--- src/rtl/fft_pkg.sv ---
// fft_pkg: shared constants, state encoding and index helpers for the FFT front end.
package fft_pkg;

    localparam int FFT_SIZE_D    = 16;
    localparam int WORD_SIZE_D   = 16;
    localparam int DATA_LENGTH_D = 8;
    localparam int STAGES_D      = 4;
    localparam int BYTES_PER_WORD = WORD_SIZE_D / DATA_LENGTH_D;

    typedef enum logic {S_FILL, S_DRAIN} state_t;

    function automatic logic [31:0] bitrev(input logic [31:0] idx, input int stages);
        logic [31:0] v;
        logic [31:0] r;
        v = idx;
        r = '0;
        for (int i = 0; i < stages; i++) begin
            r = {r[30:0], v[0]};
            v = v >> 1;
        end
        return r;
    endfunction

endpackage

--- src/rtl/fft_sample_loader.sv ---
// fft_sample_loader: packs UART bytes into big-endian samples, buffers one frame and streams it
// to the FFT in natural or bit-reversed order; bytes arriving while draining are dropped and flagged.
module fft_sample_loader
    import fft_pkg::*;
#(
    parameter int FFT_SIZE    = FFT_SIZE_D,
    parameter int WORD_SIZE   = WORD_SIZE_D,
    parameter int DATA_LENGTH = DATA_LENGTH_D,
    parameter int STAGES      = STAGES_D,
    parameter bit BIT_REVERSE = 1'b1
) (
    input  logic                   i_clk,
    input  logic                   i_rst,
    input  logic [DATA_LENGTH-1:0] i_rx_byte,
    input  logic                   i_rx_valid,
    input  logic                   i_rx_error,
    output logic [WORD_SIZE-1:0]   o_sample,
    output logic                   o_sample_valid,
    input  logic                   i_sample_ready,
    output logic [STAGES-1:0]      o_sample_index,
    output logic                   o_frame_last,
    output logic                   o_busy,
    output logic                   o_overrun
);

    localparam int BPW = WORD_SIZE / DATA_LENGTH;
    localparam int BW  = BPW > 1 ? $clog2(BPW) : 1;

    state_t                state, state_nxt;
    logic [BW-1:0]         byte_cnt;
    logic [STAGES-1:0]     wr_cnt, rd_cnt, rd_idx;
    logic [WORD_SIZE-1:0]  asm_word, word_nxt;
    logic [WORD_SIZE-1:0]  mem [FFT_SIZE];
    logic                  drain, take, word_done, xfer, rd_last, overrun;

    assign drain     = state == S_DRAIN;
    assign take      = !drain && i_rx_valid && !i_rx_error;
    assign word_done = take && byte_cnt == BW'(BPW - 1);
    assign xfer      = drain && i_sample_ready;
    assign rd_last   = rd_cnt == STAGES'(FFT_SIZE - 1);
    assign word_nxt  = WORD_SIZE'(asm_word << DATA_LENGTH) | WORD_SIZE'(i_rx_byte);
    assign rd_idx    = BIT_REVERSE ? STAGES'(bitrev(32'(rd_cnt), STAGES)) : rd_cnt;

    always_ff @(posedge i_clk or posedge i_rst) begin
        if (i_rst) state <= S_FILL;
        else state <= state_nxt;
    end

    always_comb begin
        state_nxt = state;
        if (!drain && word_done && wr_cnt == STAGES'(FFT_SIZE - 1)) state_nxt = S_DRAIN;
        if (xfer && rd_last) state_nxt = S_FILL;
    end

    always_ff @(posedge i_clk or posedge i_rst) begin
        if (i_rst) begin
            byte_cnt <= '0;
            wr_cnt   <= '0;
            rd_cnt   <= '0;
            asm_word <= '0;
            overrun  <= 1'b0;
        end else begin
            overrun <= drain && i_rx_valid;
            if (!drain && i_rx_error) begin
                byte_cnt <= '0;
            end else if (take) begin
                asm_word <= word_nxt;
                byte_cnt <= word_done ? '0 : byte_cnt + 1'b1;
            end
            // Counters wrap naturally because FFT_SIZE is a power of two.
            if (word_done) wr_cnt <= wr_cnt + 1'b1;
            if (xfer) rd_cnt <= rd_cnt + 1'b1;
        end
    end

    always_ff @(posedge i_clk) begin
        if (word_done) mem[wr_cnt] <= word_nxt;
    end

    assign o_sample_valid = drain;
    assign o_busy         = drain;
    assign o_sample_index = drain ? rd_idx : '0;
    assign o_sample       = drain ? mem[rd_idx] : '0;
    assign o_frame_last   = drain && rd_last;
    assign o_overrun      = overrun;

endmodule

--- config.mk ---
export PLATFORM = sky130hd
export DESIGN_NAME = fft_sample_loader
export DESIGN_NICKNAME = d
export VERILOG_FILES = /design/src/rtl/fft_pkg.sv /design/src/rtl/fft_sample_loader.sv
export SDC_FILE = /design/constraint.sdc
export NUM_CORES = 1
export LEC_CHECK = 0
export CAP_MARGIN = 0
export CORE_AREA = 2 2 138 140
export DETAILED_ROUTE_END_ITERATION = 8
export DIE_AREA = 0 0 140 142
export MAX_ROUTING_LAYER = met4
export PLACE_DENSITY_LB_ADDON = 0.05
export SYNTH_ARGS = -nofsm -noshare
export SYNTH_HDL_FRONTEND = slang
export SYNTH_SLANG_ARGS = --single-unit
--- constraint.sdc ---
create_clock -name i_clk -period 3.8 [get_ports i_clk]
set_clock_uncertainty 0.05 [all_clocks]
set_input_delay 0.57 -clock i_clk [delete_from_list [all_inputs] [get_ports i_clk]]
set_output_delay 0.57 -clock i_clk [all_outputs]
set_load 0.01 [all_outputs]
## Word level (Yosys, flattened, before mapping)

Memories as Yosys holds them, arrays and structs flattened.
Index checks and enable logic that the tools add are counted.

| operators by class | value |
|---|---|
| add/sub/neg operators | 3 |
| equality and inequality tests | 2 |
| bitwise gates (word level) | 2 |
| mux-type cells | 9 |
| reduce and logical (&&, ||, !) cells | 15 |

Operator list:

| kind | number |
|---|---|
| 16-bit two-way mux | 1 |
| 16-bit by 8-bit bitwise OR with 16-bit output | 1 |
| 1-bit logical AND | 10 |
| 4-bit by 1-bit adder with 4-bit output, second input constant | 2 |
| 4-bit == test, second input constant | 2 |
| 1-bit two-way mux | 7 |
| 4-bit two-way mux | 1 |
| 2-bit nonzero test | 2 |
| 1-bit logical NOT | 2 |
| 2-bit AND reduction | 1 |
| 1-bit adder, second input constant | 1 |
| 1-bit NOT | 1 |

| storage, ports and cells | value |
|---|---|
| input bits | 13 |
| logic and storage cells | 38 |
| memories kept | 1 |
| register bits | 19 |
| memory bits (writable) | 256 |

Memories:

| name | words | bits a word | read ports | clocked after memory_dff | write ports | RTL line | text |
|---|---|---|---|---|---|---|---|
| mem | 16 | 16 | 1 | 0 | 1 | fft_sample_loader.sv:33 | `logic [WORD_SIZE-1:0] mem [FFT_SIZE];` |

## Logic depth before layout (Yosys ltp)

Gate-level depths: netlist of the first run.

| depth | value |
|---|---|
| word-level depth | 8 |
| gate-level depth with buffers | 7 |

## Worst setup path before layout of the first run

OpenSTA, ideal clock, no wires.

| timing | value |
|---|---|
| path type | input port to flip-flop |
| from | input port i_rx_valid |
| to | memory mem[3][0] (netlist bit) (enable) |
| data required time | 3.341 ns |
| cell stages on the path | 5 |
| setup time | 0.409 ns |
| slack | 0.854 ns |
| arrival | 2.487 ns |
| cells stage by stage | nor3b_4 -> and2_1 -> buf_4 -> nand2_1 -> nor3_1 |

| between the ends | value |
|---|---|
| word-level cells in the longest chain between the ends | 5 |

RTL lines:

| item | RTL line | text |
|---|---|---|
| start: declaration | fft_sample_loader.sv:15 | `input logic i_rx_valid,` |
| 1-bit logical AND (2 in a row) | fft_sample_loader.sv:37 | `assign take = !drain && i_rx_valid && !i_rx_error;` |
| 1-bit logical AND | fft_sample_loader.sv:38 | `assign word_done = take && byte_cnt == BW'(BPW - 1);` |
| 1-bit two-way mux | fft_sample_loader.sv:77 | `if (word_done) mem[wr_cnt] <= word_nxt;` |
| 1-bit two-way mux (implied by the code) | fft_sample_loader.sv:77 |  |
| end: declaration | fft_sample_loader.sv:33 |  |

Every way passes these cells.

## Worst setup path after layout of the first run

| timing | value |
|---|---|
| from | register rd_cnt[1] |
| to | output port o_sample[0] |

| between the ends | value |
|---|---|
| word-level cells in the longest chain between the ends | 2 |

RTL lines:

| item | RTL line | text |
|---|---|---|
| start: declaration | fft_sample_loader.sv:31 | `logic [STAGES-1:0] wr_cnt, rd_cnt, rd_idx;` |
| start signal: assignment | fft_sample_loader.sv:72 | `if (xfer) rd_cnt <= rd_cnt + 1'b1;` |
| memory 16 x 16 bit | - |  |
| 16-bit two-way mux | fft_sample_loader.sv:83 | `assign o_sample = drain ? mem[rd_idx] : '0;` |
| end: declaration | fft_sample_loader.sv:17 | `output logic [WORD_SIZE-1:0] o_sample,` |

Every way passes these cells.

==> results of run 1 <==
==> routing by layer <==
metal / up-vias / GRT usage / part of all wire
li1: 2479 / - / -
met1: 2945 / 0.354 / 0.42
met2: 206 / 0.403 / 0.48
met3: 49 / 0.0471 / 0.074
met4: 0 / 0.0590 / 0.017
met5: - / - / 0
==> power breakdown <==
group | switching (W) | leakage, nW | total, W | internal (W)
clock | 0.00106 | 0.420 | 0.00259 | 0.00154
sequential | 0.000166 | 2.54 | 0.00364 | 0.00347
combinational | 0.000285 | 1.01 | 0.000474 | 0.000189
==> state kept, by name, summed over array words and instances (netlist names) <==
register and cells:
o_overrun 1, rd_cnt 4, o_busy 1, asm_word 8, wr_cnt 4, mem 256, byte_cnt 1
==> layout make-up <==
cell class,count,area share
inverter,7,0.00209
sequential,275,0.648
clock buffer,39,0.0612
clock inverter,10,0.00794
timing repair buffer,74,0.0548
tap,234,0.0232
multi-input combinational,264,0.203
==> worst max-delay path by stage <==
stage | start | to | slack, ns | cells past startpoint
final | rd_cnt[1]$_DFFE_PP0P_ | o_sample[0] | 0.20 | 6
after global routing | rd_cnt[1]$_DFFE_PP0P_ | o_sample[6] | 0.05 | 6
after CTS | rd_cnt[3]$_DFFE_PP0P_ | o_sample[5] | 0.06 | 5
after detailed placement | i_rx_valid | mem[8][9]$_DFFE_PP_ | 0.60 | 6
after global placement | rd_cnt[3]$_DFFE_PP0P_ | o_sample[5] | 0.65 | 5
after floorplan | i_rx_valid | mem[3][0]$_DFFE_PP_ | 0.85 | 5
==> synthesized netlist by cell type, types with 3 or more instances <==
cell type / n / area (sq um)
xnor2_1: 6 / 52.6
a311oi_1: 12 / 105
mux4_1: 14 / 368
a22oi_1: 17 / 128
o211ai_1: 3 / 22.5
o2111ai_1: 12 / 105
mux4_2: 20 / 450
nor2_1: 12 / 45.0
nor3_1: 5 / 25.0
edfxtp_1: 256 / 7690
clkbuf_1: 7 / 26.3
a21oi_1: 14 / 70.1
and2_1: 6 / 37.5
inv_1: 5 / 18.8
buf_2: 10 / 50.1
ha_1: 5 / 62.6
mux2i_1: 63 / 631
nand2_1: 46 / 173
dfrtp_1: 19 / 475
o21ai_0: 6 / 30.0
buf_6: 8 / 90.1
buf_4: 6 / 45.0
mux2_2: 9 / 101
nor2b_1: 3 / 18.8
==> metrics by stage <==
stage | cell area, sq um | hold WS (ns) | std cells | total power (W) | setup WS (ns)
final | 12600 | 0.466 | 903 | 0.00670 | 0.199
after global routing | 12600 | 0.530 | 903 | 0.00691 | 0.0538
after CTS | 12600 | 0.500 | 902 | 0.00673 | 0.0605
after detailed placement | 11700 | 0.493 | 853 | 0.00417 | 0.602
after global placement | 11700 | 0.482 | 853 | 0.00414 | 0.650
after floorplan | 10900 | 0.439 | 578 | 0.00390 | 0.854
==> timing repair <==
action                                 in CTS  in global routing
endpoints found under the hold margin       0                  0
setup endpoints to repair                   0                  3
setup buffers                               0                  1
==> kinds of logic (layout without fill, tap and decap cells) <==
family | count (synthesis) | after routing | synth area share
flip-flops | 275 | 275 | 0.748
multiplexers | 106 | 106 | 0.142
AND/OR/NAND/NOR | 81 | 81 | 0.0335
AO/OA/AOI/OAI | 66 | 66 | 0.0438
buffers and inverters | 39 | 130 | 0.0221
XOR/XNOR | 6 | 6 | 0.00482
adder cells (fa/ha/maj) | 5 | 5 | 0.00573
==> flow_summary_export.csv, run 1 <==
group,metric,value,unit
timing,setup_viol,0,
critical_path,crit_chain,"buf_4 > and2_1 > a22oi_1 > nand2_1 > a21oi_1 > clkdlybuf4s50_1",
hold_path,hold_class,"in2async",
global_routing,grt_usage,0.254,
floorplanning,dieArea,19900,sq um
detailed_routing,vias,5679,
critical_path,critical_path_class,"reg2out",
finish,regArea,8170,sq um
timing,fin_tns_setup,0,ns
place,dp_hpwl,15100,um
critical_path,r2r_cells,6,
detailed_routing,wl_per_cell,26.7,um
critical_path,cp.arrival,2.98,ns
detailed_routing,drt_iter0_drc,612,
global_routing,grt_overflow,0,
finish,nFillCells,1182,
finish,diodes,0,
critical_path,reg2reg_to,"mem[8][5]$_DFFE_PP_",
power_and_ir_drop,power_density,532,nW/um^2
detailed_routing,drt_wl_total,24100,um
synth,syn_nets,596,
critical_path,cp_max_fo,13,
cts,cts_root_buffer,"clkbuf_16",
critical_path,cp-end-kind,"output pin",
critical_path,reg2reg_from,"o_busy$_DFFE_PP0P_",
global_routing,grt_pass1_vias,5783,
floorplanning,ios,37,
status,violations,"DRC",
timing,finalHoldViolCount,0,
finish,drive_gt1_frac,0.182,
place,portBuffers,36,
synth,synth_edf_count,256,
cts,clk_pin_slew,0.06,ns
synth,yosys_warnings,0,
finish,final_nets,667,
finish,syn2layout_area_growth,15.5,%
place,place_congestion,0.884,
synth,syn_area,10900,sq um
timing,maxSlewViolCount,0,
timing,worstMarginPinSlew,0.839,ns
critical_path,path_buf_inv,2,
global_routing,grt_max_degree,27,
floorplanning,die_h,142,um
floorplanning,rows,50,
finish,layout_common_cells,"256 x edfxtp_1, 63 x mux2i_1, 46 x nand2_1, 36 x clkdlybuf4s50_1, 35 x buf_4",
cts,cts_hold_buf,0,
critical_path,reg2reg_setup_slack,1.09,ns
synth,synthFlopType,"edfxtp_1",
power_and_ir_drop,ir_drop,412,uV
timing,rsz0062_at_grt,"false",
critical_path,cp.required,3.18,ns
synth,synth-seq-cells,275,
detailed_routing,drt-vias-per-instance,6.29,
finish,mostFrequentLayoutCell,"edfxtp_1",
detailed_routing,drtPass1Iterations,9,
synth,ys_types,34,
status,status,"complete, but fails checks",
timing,final.min_clock_period,3.60,ns
finish,multi_input_area,2550,sq um
global_routing,grt_pass1_wl,35900,um
floorplanning,dieWidth,140,um
critical_path,cpPeakStageDelay,0.59,ns
critical_path,cp-start-kind,"flop",
cts,cts.htree.levels,1,
run,max_cap_viol_count,0,
timing,max_freq,278,MHz
floorplanning,core_area,18500,sq um
cts,cts.repair.resized,0,
cts,cts_buffers,27,
critical_path,cp_top_family,"buffers and inverters",
cts,cts_tree,"done",
cts,cts_sinks,275,
synth,synth_cells,578,
global_routing,antenna_found_initial,0,
cts,cts_buffer_depth,3,
synth,yosysSeqAreaShare,0.748,
critical_path,slowest_stage,"clkdlybuf4s50_1",
cts,clkLatencyLatePin,0.52,ns
synth,synth.avg_cell_area,18.9,sq um
finish,finalCoreUtilization,0.683,
detailed_routing,drc,2,
synth,ys_async_sr_fraction,0.0691,
timing,period_share,0.948,
detailed_routing,ant_nets,0,
timing,slew_headroom,0.440,
power_and_ir_drop,p_leak,3.97,nW
floorplanning,start_util,0.591,
Note: power is estimated with default switching activity, not from simulation.
==> inputs of run 2 (changes only) <==
SLEW_MARGIN = 20   (was default)
==> results of run 2 <==
The final DEF is identical to that of run 1; final timing and power are the same.
==> inputs of run 3 (changes only) <==
CORE_AREA = 2 2 169 171   (was 2 2 138 140)
DIE_AREA = 0 0 171 173   (was 0 0 140 142)
==> run 3 against run 2 <==
The flow now finishes without violations. Register-to-register slack barely moved. Sequential cell count did not move. Via count fell by 2.5%. Count of clock-buffer cells in the layout fell by 3. Sequential share of layout area fell by 0.95 points. Combinational power rose by 2%. Final area rose by 1.5%. Routed wire length rose by 7.5%. Worst hold slack improved by 0.028 ns. Highest routed layer unchanged. Non-clock buffer count did not move. Die area rose by 49%. Critical path depth fell by 1.
==> flow_summary_export.csv, run 3 (same netlist as run 1, synthesis figures left out) <==
group,metric,value,unit
timing,rsz0062_at_grt,"false",
global_routing,antenna_found_initial,0,
timing,slew_headroom,0.336,
power_and_ir_drop,p_leak,3.97,nW
floorplanning,start_util,0.395,
timing,period_share,0.963,
cts,cts_tree,"done",
timing,maxSlewViolCount,0,
place,place_congestion,0.800,
finish,layout_common_cells,"256 x edfxtp_1, 63 x mux2i_1, 46 x nand2_1, 36 x clkdlybuf4s50_1, 35 x buf_4",
finish,reg_top3,"mem x256, asm_word x8",
timing,final.min_clock_period,3.66,ns
critical_path,critical_path_class,"reg2out",
floorplanning,core_area,27600,sq um
cts,cts_root_buffer,"clkbuf_16",
critical_path,reg2reg_setup_slack,1.10,ns
detailed_routing,ant_nets,0,
place,portBuffers,36,
detailed_routing,drt-vias-per-instance,5.27,
detailed_routing,drt_wl_total,25900,um
place,dpl_cell_area,11900,sq um
detailed_routing,drt_iter0_drc,449,
floorplanning,die_h,173,um
cts,cts_buffer_depth,3,
floorplanning,ios,37,
timing,finalHoldViolCount,0,
finish,diodes,0,
cts,cts_hold_buf,0,
place,dp_hpwl,16500,um
critical_path,cpPeakStageDelay,0.83,ns
critical_path,cp.required,3.18,ns
status,status,"completed",
detailed_routing,vias,5536,
critical_path,cp-start-kind,"flop",
timing,max_freq,273,MHz
floorplanning,dieWidth,171,um
detailed_routing,drc,0,
finish,mostFrequentLayoutCell,"edfxtp_1",
critical_path,cp-end-kind,"output pin",
critical_path,r2r_cells,6,
finish,drive_gt1_frac,0.185,
timing,holdWs,0.494,ns
global_routing,grt_pass1_wl,38400,um
global_routing,grt_usage,0.184,
power_and_ir_drop,power_density,526,nW/um^2
timing,worstMarginPinSlew,0.996,ns
cts,cts.htree.levels,1,
finish,design_area,12800,sq um
critical_path,slowest_stage,"nor2_2",
timing,setup_viol,0,
finish,syn2layout_area_growth,17.2,%
power_and_ir_drop,ir_drop,365,uV
power_and_ir_drop,p_total,0.00673,W
timing,fin_tns_setup,0,ns
floorplanning,rows,61,
critical_path,cp_max_fo,17,
floorplanning,dieArea,29600,sq um
finish,regMostFlops,"mem",
detailed_routing,wl_per_cell,24.7,um
global_routing,grt_pass1_vias,5808,
run,max_cap_viol_count,0,
critical_path,crit_chain,"nor2_2 > nand2_1 > a311oi_1 > a21oi_1 > clkdlybuf4s50_1",
global_routing,grt_overflow,0,
cts,cts_sinks,275,
critical_path,reg2reg_from,"o_busy$_DFFE_PP0P_",
cts,cts_buffers,29,
global_routing,grt_max_degree,24,
finish,nFillCells,2413,
critical_path,reg2reg_to,"mem[9][11]$_DFFE_PP_",
finish,largest_reg_flops,256,
hold_path,hold_class,"in2async",
critical_path,cp.arrival,3.04,ns
cts,clk_pin_slew,0.06,ns
finish,final_nets,669,
finish,finalCoreUtilization,0.463,
cts,clkLatencyLatePin,0.53,ns
detailed_routing,drtPass1Iterations,5,
[run 3: worst max-delay path, delay by kind of cell, from the launching register on]
family,cells,cell delay [ns]
AO/OA/AOI/OAI,2,0.44
buffers and inverters,1,0.49
flip-flops,1,0.55
AND/OR/NAND/NOR,2,1.01
[run 3: worst max-delay path by stage]
stage | start | to | cells past startpoint
global route | rd_cnt[1]$_DFFE_PP0P_ | o_sample[2] | 5
detailed placement | i_rx_valid | mem[9][12]$_DFFE_PP_ | 6
finish | rd_cnt[1]$_DFFE_PP0P_ | o_sample[2] | 5
global placement | rd_cnt[2]$_DFFE_PP0P_ | o_sample[0] | 6
CTS | rd_cnt[2]$_DFFE_PP0P_ | o_sample[0] | 6
floorplan | i_rx_valid | mem[3][0]$_DFFE_PP_ | 5
[run 3: layout make-up]
type,instances,area [sq um],share of cell area
clock buffer,36,752,0.0588
clock inverter,16,121,0.00949
inverter,7,26.3,0.00205
multi-input combinational,264,2560,0.200
sequential,275,8170,0.639
tap,378,473,0.0370
timing repair buffer,74,691,0.0540
[run 3: layer usage]
metal / track usage / wire length [um]
met4: 0.0343 / 340
met1: 0.269 / 12400
met3: 0.0227 / 1090
met5: - / 0
met2: 0.281 / 12100
[run 3: report_power, final]
group	total (W)	switching, W	internal [W]
Clock	0.00261	0.00109	0.00152
Sequential	0.00364	0.000169	0.00347
Combinational	0.000482	0.000294	0.000188
[run 3: through the flow]
step	instances	setup slack, ns
3_5_place_dp	997	0.535
4_1_cts	1049	0.0403
2_1_floorplan	578	0.854
3_3_place_gp	997	0.615
6_report	1050	0.142
5_1_grt	1050	0.0164
[run 3: repair_timing]
item,in CTS,in global routing
endpoints found under the setup margin,0,8
gates resized for setup,0,2
setup buffers,0,1
